===== src/rtl/decoder_scan_pkg.sv =====
// Shared definitions for the decoder scan controller: FSM state encoding
// and the cyclic "next set bit" search used to step through enabled channels.
package decoder_scan_pkg;

  localparam logic [1:0] ST_IDLE_ENC  = 2'd0;
  localparam logic [1:0] ST_BLANK_ENC = 2'd1;
  localparam logic [1:0] ST_DWELL_ENC = 2'd2;

  typedef enum logic [1:0] {
    S_IDLE  = ST_IDLE_ENC,
    S_BLANK = ST_BLANK_ENC,
    S_DWELL = ST_DWELL_ENC
  } state_e;

  // Search result: next channel index and whether the search wrapped
  // past channel 7 (or landed back on the current channel).
  typedef struct packed {
    logic       wrap;
    logic [2:0] idx;
  } next_ch_t;

  // Find the first set bit of m strictly above cur, wrapping 7->0.
  // The eighth candidate is cur itself, so a single-bit mask reselects it.
  // An all-zero mask returns cur with wrap set.
  function automatic next_ch_t next_set_bit(input logic [7:0] m, input logic [2:0] cur);
    next_ch_t   r;
    logic       found;
    logic [2:0] cand;
    r.idx = cur;
    r.wrap = 1'b1;
    found = 1'b0;
    for (int i = 1; i <= 8; i++) begin
      cand = cur + 3'(i);
      if (!found && m[cand]) begin
        found  = 1'b1;
        r.idx  = cand;
        r.wrap = (cand <= cur);
      end
    end
    return r;
  endfunction

endpackage


===== src/rtl/next_chan_sel.sv =====
// Combinational cyclic channel search: next enabled channel after cur.
module next_chan_sel
  import decoder_scan_pkg::*;
(
  input  logic [7:0] mask,
  input  logic [2:0] cur,
  output logic [2:0] nxt,
  output logic       wrap
);

  next_ch_t res;

  // Evaluate the shared search function and split the result.
  always_comb begin
    res  = next_set_bit(mask, cur);
    nxt  = res.idx;
    wrap = res.wrap;
  end

endmodule


===== src/rtl/decoder_scan_ctrl.sv =====
// Scan controller for a 3-to-8 decoder: walks the enabled channels, holding
// the enable low for BLANK cycles after each select change and high for
// DWELL cycles, so the select lines never move while the decoder is enabled.
module decoder_scan_ctrl
  import decoder_scan_pkg::*;
#(
  parameter int unsigned DWELL = 4,
  parameter int unsigned BLANK = 2
) (
  input  logic       clk,
  input  logic       rst_n,
  input  logic       start,
  input  logic       stop,
  input  logic       single,
  input  logic [7:0] mask,
  output logic       A,
  output logic       B,
  output logic       C,
  output logic       en,
  output logic       busy,
  output logic       pass_done
);

  localparam logic [7:0] BLANK_LOAD = 8'(BLANK - 1);
  localparam logic [7:0] DWELL_LOAD = 8'(DWELL - 1);

  state_e     state_q;
  logic [7:0] cnt_q;
  logic [2:0] sel_q;
  logic       en_q;
  logic       pass_done_q;
  logic [7:0] mask_q;
  logic       single_q;

  logic [7:0] srch_mask;
  logic [2:0] srch_cur;
  logic [2:0] nxt_chan;
  logic       nxt_wrap;

  // In IDLE the search starts "after channel 7" on the live mask, which
  // yields the lowest set bit; while scanning it steps from the current
  // channel through the latched mask.
  always_comb begin
    srch_mask = mask_q;
    srch_cur  = sel_q;
    if (state_q == S_IDLE) begin
      srch_mask = mask;
      srch_cur  = 3'd7;
    end
  end

  next_chan_sel u_next_chan_sel (
    .mask (srch_mask),
    .cur  (srch_cur),
    .nxt  (nxt_chan),
    .wrap (nxt_wrap)
  );

  // Scan FSM with duration counter and registered decoder drive.
  // Select only changes on edges where en is (or becomes) low; after a
  // single pass the select holds on the last channel scanned.
  always_ff @(posedge clk or negedge rst_n) begin
    if (!rst_n) begin
      state_q     <= S_IDLE;
      cnt_q       <= '0;
      sel_q       <= '0;
      en_q        <= 1'b0;
      pass_done_q <= 1'b0;
      mask_q      <= '0;
      single_q    <= 1'b0;
    end else begin
      pass_done_q <= 1'b0;
      unique case (state_q)
        S_IDLE: begin
          en_q <= 1'b0;
          if (start && !stop && (mask != 8'd0)) begin
            mask_q   <= mask;
            single_q <= single;
            sel_q    <= nxt_chan;
            cnt_q    <= BLANK_LOAD;
            state_q  <= S_BLANK;
          end
        end
        S_BLANK: begin
          if (stop) begin
            state_q <= S_IDLE;
            en_q    <= 1'b0;
            cnt_q   <= '0;
          end else if (cnt_q == 8'd0) begin
            state_q <= S_DWELL;
            cnt_q   <= DWELL_LOAD;
            en_q    <= 1'b1;
          end else begin
            cnt_q <= cnt_q - 8'd1;
          end
        end
        S_DWELL: begin
          if (stop) begin
            state_q <= S_IDLE;
            en_q    <= 1'b0;
            cnt_q   <= '0;
          end else if (cnt_q == 8'd0) begin
            en_q <= 1'b0;
            if (nxt_wrap) begin
              // Dwell on the highest enabled channel just finished.
              pass_done_q <= 1'b1;
              if (single_q) begin
                state_q <= S_IDLE;
              end else begin
                sel_q   <= nxt_chan;
                cnt_q   <= BLANK_LOAD;
                state_q <= S_BLANK;
              end
            end else begin
              sel_q   <= nxt_chan;
              cnt_q   <= BLANK_LOAD;
              state_q <= S_BLANK;
            end
          end else begin
            cnt_q <= cnt_q - 8'd1;
          end
        end
        default: begin
          state_q <= S_IDLE;
          en_q    <= 1'b0;
          cnt_q   <= '0;
        end
      endcase
    end
  end

  assign A         = sel_q[2];
  assign B         = sel_q[1];
  assign C         = sel_q[0];
  assign en        = en_q;
  assign pass_done = pass_done_q;
  assign busy      = (state_q != S_IDLE);

endmodule

===== config.mk =====
export PLATFORM = sky130hd
export DESIGN_NAME = decoder_scan_ctrl
export DESIGN_NICKNAME = d
export VERILOG_FILES = /design/src/rtl/decoder_scan_pkg.sv /design/src/rtl/next_chan_sel.sv /design/src/rtl/decoder_scan_ctrl.sv
export SDC_FILE = /design/constraint.sdc
export NUM_CORES = 1
export LEC_CHECK = 0
export ABC_AREA = 1
export ABC_CLOCK_PERIOD_IN_PS = 3800
export BUFFER_PORTS_ARGS = -buffer_cell sky130_fd_sc_hd__buf_2
export CAP_MARGIN = 20
export CORE_UTILIZATION = 55
export DETAILED_ROUTE_END_ITERATION = 10
export PLACE_DENSITY = 0.8
export SYNTH_ARGS = -nofsm -noshare
export SYNTH_HDL_FRONTEND = slang
export SYNTH_HIERARCHICAL = 1
export SYNTH_SLANG_ARGS = --single-unit

===== constraint.sdc =====
create_clock -name clk -period 3.8 [get_ports clk]
set_input_delay 0.19 -clock clk [delete_from_list [all_inputs] [get_ports clk]]
set_output_delay 0.19 -clock clk [all_outputs]
set_load 0.005 [all_outputs]

==> flow_summary.yaml, run 1 <==
logic_synthesis:
  synthXorXnorAreaFrac_pct: 1.13
  synth_top_family_by_area: "simple AND/OR/NAND/NOR gates"
  seq_area_frac_synth_pct: 25.7
  synth_edf_count: 0
  synthFlopType: "dfrtp_1"
  synth_nets: 381
  synthAdderAreaFrac_pct: 4.82
  synth_mux_area_share_pct: 0
  synthCells: 359
  synthArstFlopShare_pct: 100
  synth-seq-cells: 24
  synthDistinctLibCells: 35
  synth-simple-area-share_pct: 47.4
  ys_warn_count: 6
  synth_area_um2: 2330
  synth_compound_area_share_pct: 11.2
  syn_avg_cell_area_um2: 6.50
cells_and_area:
  diodes: 0
  final_cell_mix: "nand2_1 (129), inv_1 (38), nand3_1 (35)"
  final_common_cell: "nand2_1"
  fin_nets: 402
  drive_gt1_share_pct: 20.1
  syn_to_final_growth_pct: 8.36
placed_design:
  gp_congestion: 0.967
  place_hpwl_um: 4080
  port_buffers: 18
route:
  vias: 2235
  viasPerCell: 5.21
  wire_per_inst_um: 11.8
  drtPass1Iterations: 5
  drc: 0
  drt_iter0_markers: 139
  ant_nets: 0
  wl_um: 5070
floorplanning:
  die_area_um2: 4510
  ios: 19
  die_h_um: 67.2
  core_area_um2: 4030
  die_w_um: 67.2
  row_count: 23
  start_util_pct: 58.0
clocking:
  htree_levels: 1
  clk_latency_ns: 0.26
  clockBufferDepth: 2
  post_cts.repair.setup_buffers: 0
  ctsHoldBuffers: 1
  clock_tree.root_cell: "clkbuf_8"
  post_cts_resized: 0
  clk_pin_slew_ns: 0.09
  cts_tree: "yes"
  clkSinkCount: 24
  cts_buffers: 3
timing:
  worst_clock_skew_ns: 0.00765
  drv_slew: 0
  fin_crit_sh_pct: 88.6
  setup_viol: 0
  hold_viol_final: 0
  min_period_ns: 3.37
  tightest_slew_ns: 0.524
  tns_ns: 0
  max_freq_mhz: 297
  slew_headroom_pct: 65.1
  rsz0062_at_grt: "false"
setup_path:
  critical_path_class: "reg -> reg"
  worstSetupEndpointType: "flop"
  cp_data_arrival_time_ns: 3.51
  critPathMaxFanout: 13
  critPathRequiredTime_ns: 3.95
  crit_path_start_kind: "flop"
global_routing:
  antenna_found_initial: 0
  first_global_vias: 2020
  grt_pass1_wl_um: 8850
  gr-total-overflow: 0
  grt_max_degree: 25
  grt_usage_pct: 25.6
status:
  status: "finished, final reports clean"
flow_run:
  max-cap-violations: 0
min_path:
  hold_class: "in -> reg"
## Yosys cell counts (3+ instances only)
master   count  share of area (%)
inv_2        8                1.3
nor2_2       4                1.1
nand3_1     35                7.5
inv_1       38                6.1
dfrtp_1     24                 26
nand2_2     12                3.2
ha_1         9                4.8
nor2_1      22                3.5
o21ai_0     24                5.1
o21ai_1      5                1.1
nand3_2      8                3.4
or2_2        4                1.1
a21oi_1      6                1.3
nand2_4      3                1.4
nand2_1    129                 21
## registers in the layout (all words and copies together), names as in the netlist
name / cells
sel_q: 3
pass_done: 1
state_q: 2
mask_q: 8
cnt_q: 8
en: 1
single_q: 1
## cell type report
type | instances | area (um2)
inverter | 48 | 183
clock buffer | 4 | 55.1
multi-input combinational | 281 | 1510
tap | 50 | 62.6
sequential | 24 | 601
timing repair buffer | 22 | 123
fill | 376 | 1500
## per-layer routing
| metal | routed length (um) | up-vias | part of all wire, % | GRT usage (%) |
|---|---|---|---|---|
| li1 | - | 1170 | - | - |
| met5 | 0 | - | 0 | 0 |
| met4 | 65 | 0 | 1.3 | 5.85 |
| met1 | 2460 | 1017 | 48 | 34.5 |
| met3 | 172 | 6 | 3.4 | 3.38 |
| met2 | 2380 | 42 | 47 | 43.1 |
## stage by stage
stage / hold slack [ns] / instances / cell area (um2) / setup slack, ns / util (%)
final: 0.164 / 429 / 2530 / 0.433 / 62.8
after floorplan: -0.106 / 359 / 2330 / 0.556 / -
after global routing: 0.169 / 429 / 2530 / 0.0807 / 62.8
after CTS: 0.164 / 429 / 2530 / 0.439 / 62.8
after detailed placement: 0.198 / 424 / 2460 / 0.480 / 61.2
after global placement: 0.198 / 424 / 2460 / 0.600 / 61.2
## cells by family (layout without fill, tap and decap cells)
kind of cell	Yosys count	in the layout
compound gates	43	43
xor+xnor	3	3
fa+ha+maj	9	9
buf+inv	54	74
flops	24	24
simple gates	226	226
## worst max-delay path, stage by stage, from the launching register on
cell and delay, ns:
dfrtp_1 0.48, nor2_4 0.11, or2_2 0.31, inv_2 0.21, ha_1 0.39, inv_2 0.16
nand3_1 0.11, nand3_1 0.14, nand2_4 0.09, inv_4 0.09, nand3_4 0.09, nor2_8 0.15
nand2_4 0.09, clkinv_1 0.07, nand3_1 0.07, nand2_1 0.07, nand2_1 0.05, nand2_1 0.07
inv_1 0.06, nor2_2 0.12, nand3_2 0.10, nand2_4 0.13, a21oi_1 0.08
## final timing paths
| path | startpoint | to | slack (ns) | cells after the start |
|---|---|---|---|---|
| setup / recovery | state_q[1]$_DFFE_PN0P_ | cnt_q[0]$_DFFE_PN0P_ | 0.43 | 22 |
| hold reg to reg | en$_DFFE_PN0P_ | en$_DFFE_PN0P_ | 0.47 | 2 |
| min in group asynchronous | rst_n | pass_done$_DFF_PN0_ | 0.43 | 2 |
| max in group asynchronous | rst_n | mask_q[5]$_DFFE_PN0P_ | 3.01 | 2 |
| hold / removal | single | single_q$_DFFE_PN0P_ | 0.16 | 3 |
| setup reg to reg | state_q[1]$_DFFE_PN0P_ | cnt_q[0]$_DFFE_PN0P_ | 0.43 | 22 |
Power of run 1 is not shown: default switching activity piles up to over one toggle a cycle in this logic, so the estimate is an artifact.
==> run 2, diff against run 1 <==
==> constraint.sdc (replaced) <==
create_clock -name clk -period 3.8 [get_ports clk]
set_input_delay 0.95 -clock clk [delete_from_list [all_inputs] [get_ports clk]]
set_output_delay 0.95 -clock clk [all_outputs]
set_load 0.005 [all_outputs]
==> flow_summary.yaml, run 2 (synthesis gave the netlist of run 1 again) <==
cells_and_area:
  diodes: 0
  top_regs: "cnt_q (8), mask_q (8), sel_q (3)"
  final_common_cell: "nand2_1"
  fin_nets: 401
  syn_to_final_growth_pct: 7.93
  nFillCells: 377
  final_cell_mix: "nand2_1 (129), inv_1 (38), nand3_1 (35)"
  drive_gt1_share_pct: 20.1
route:
  drtPass1Iterations: 4
  drc: 0
  vias: 2218
  viasPerCell: 5.18
  wire_per_inst_um: 11.8
  wl_um: 5050
  drt_iter0_markers: 168
  ant_nets: 0
clocking:
  cts_tree: "yes"
  clock_tree.root_cell: "clkbuf_8"
  clockBufferDepth: 2
  clk_latency_ns: 0.26
  post_cts.repair.setup_buffers: 0
  clk_pin_slew_ns: 0.09
  cts_buffers: 3
  post_cts_resized: 0
  ctsHoldBuffers: 0
  clkSinkCount: 24
  htree_levels: 1
placed_design:
  port_buffers: 18
  place_hpwl_um: 4080
  gp_congestion: 0.967
timing:
  min_period_ns: 3.36
  drv_slew: 0
  slew_headroom_pct: 65.0
  tightest_slew_ns: 0.526
  tns_ns: 0
  worst_clock_skew_ns: 0.00825
  hold_viol_final: 0
  fin_crit_sh_pct: 88.5
  setup_viol: 0
  rsz0062_at_grt: "false"
  max_freq_mhz: 297
global_routing:
  gr-total-overflow: 0
  grt_pass1_wl_um: 8830
  grt_usage_pct: 25.5
  first_global_vias: 2017
  antenna_found_initial: 0
  grt_max_degree: 25
floorplanning:
  die_w_um: 67.2
  core_area_um2: 4030
  die_area_um2: 4510
  ios: 19
  start_util_pct: 58.0
  row_count: 23
  die_h_um: 67.2
min_path:
  whs_path_depth: 2
  hold_class: "reg -> reg"
setup_path:
  crit_path_start_kind: "flop"
  critical_path_class: "reg -> reg"
  critPathRequiredTime_ns: 3.95
  cp_data_arrival_time_ns: 3.51
  rr_worst_depth: 22
  critPathMaxFanout: 13
  worstSetupEndpointType: "flop"
flow_run:
  max-cap-violations: 0
status:
  status: "finished, final reports clean"
-- run 2: cell count changes in the layout (fill, tap and decap cells not counted) --
cell / previous run / this run
dlygate4sd3_1: 1 / 0
-- run 2: worst max-delay path: stages (launching register included) --
cell,delay (ns)
dfrtp_1,0.48
nor2_4,0.11
or2_2,0.31
inv_2,0.21
ha_1,0.39
inv_2,0.16
nand3_1,0.11
nand3_1,0.15
nand2_4,0.10
inv_4,0.09
nand3_4,0.09
nor2_8,0.15
nand2_4,0.09
clkinv_1,0.07
nand3_1,0.07
nand2_1,0.07
nand2_1,0.05
nand2_1,0.07
inv_1,0.06
nor2_2,0.12
nand3_2,0.10
nand2_4,0.13
a21oi_1,0.08
-- run 2: final timing paths --
path	from	end	slack (ns)
min reg2reg	en$_DFFE_PN0P_	en$_DFFE_PN0P_	0.47
min in group asynchronous	rst_n	pass_done$_DFF_PN0_	0.65
min	en$_DFFE_PN0P_	en$_DFFE_PN0P_	0.47
max in group asynchronous	rst_n	mask_q[3]$_DFFE_PN0P_	2.79
max	state_q[1]$_DFFE_PN0P_	cnt_q[0]$_DFFE_PN0P_	0.44
max reg2reg	state_q[1]$_DFFE_PN0P_	cnt_q[0]$_DFFE_PN0P_	0.44
-- run 2: layer usage --
metal	vias to the layer above	wire length, um	global-route usage, %
li1	1171	-	-
met1	1005	2410	34.4
met2	38	2400	43.1
met3	4	183	3.38
met4	0	47	5.85
met5	-	0	0
-- run 2: cell type report --
type	count	area (um2)	area share [%]
clock buffer	4	55.1	2.18
inverter	48	183	7.25
sequential	24	601	23.8
tap	50	62.6	2.48
timing repair buffer	21	113	4.47
multi-input combinational	281	1510	59.8
-- run 2: per-stage QoR --
step | hold WS, ns | instances | setup slack [ns] | instance area (um2) | utilization, %
floorplan | 0.442 | 359 | 0.556 | 2330 | -
global placement | 0.452 | 424 | 0.600 | 2460 | 61.2
detailed placement | 0.453 | 424 | 0.480 | 2460 | 61.2
CTS | 0.476 | 428 | 0.439 | 2520 | 62.5
global route | 0.515 | 428 | 0.0807 | 2520 | 62.5
finish | 0.472 | 428 | 0.435 | 2520 | 62.5
Power of run 2 is left out for the same reason.
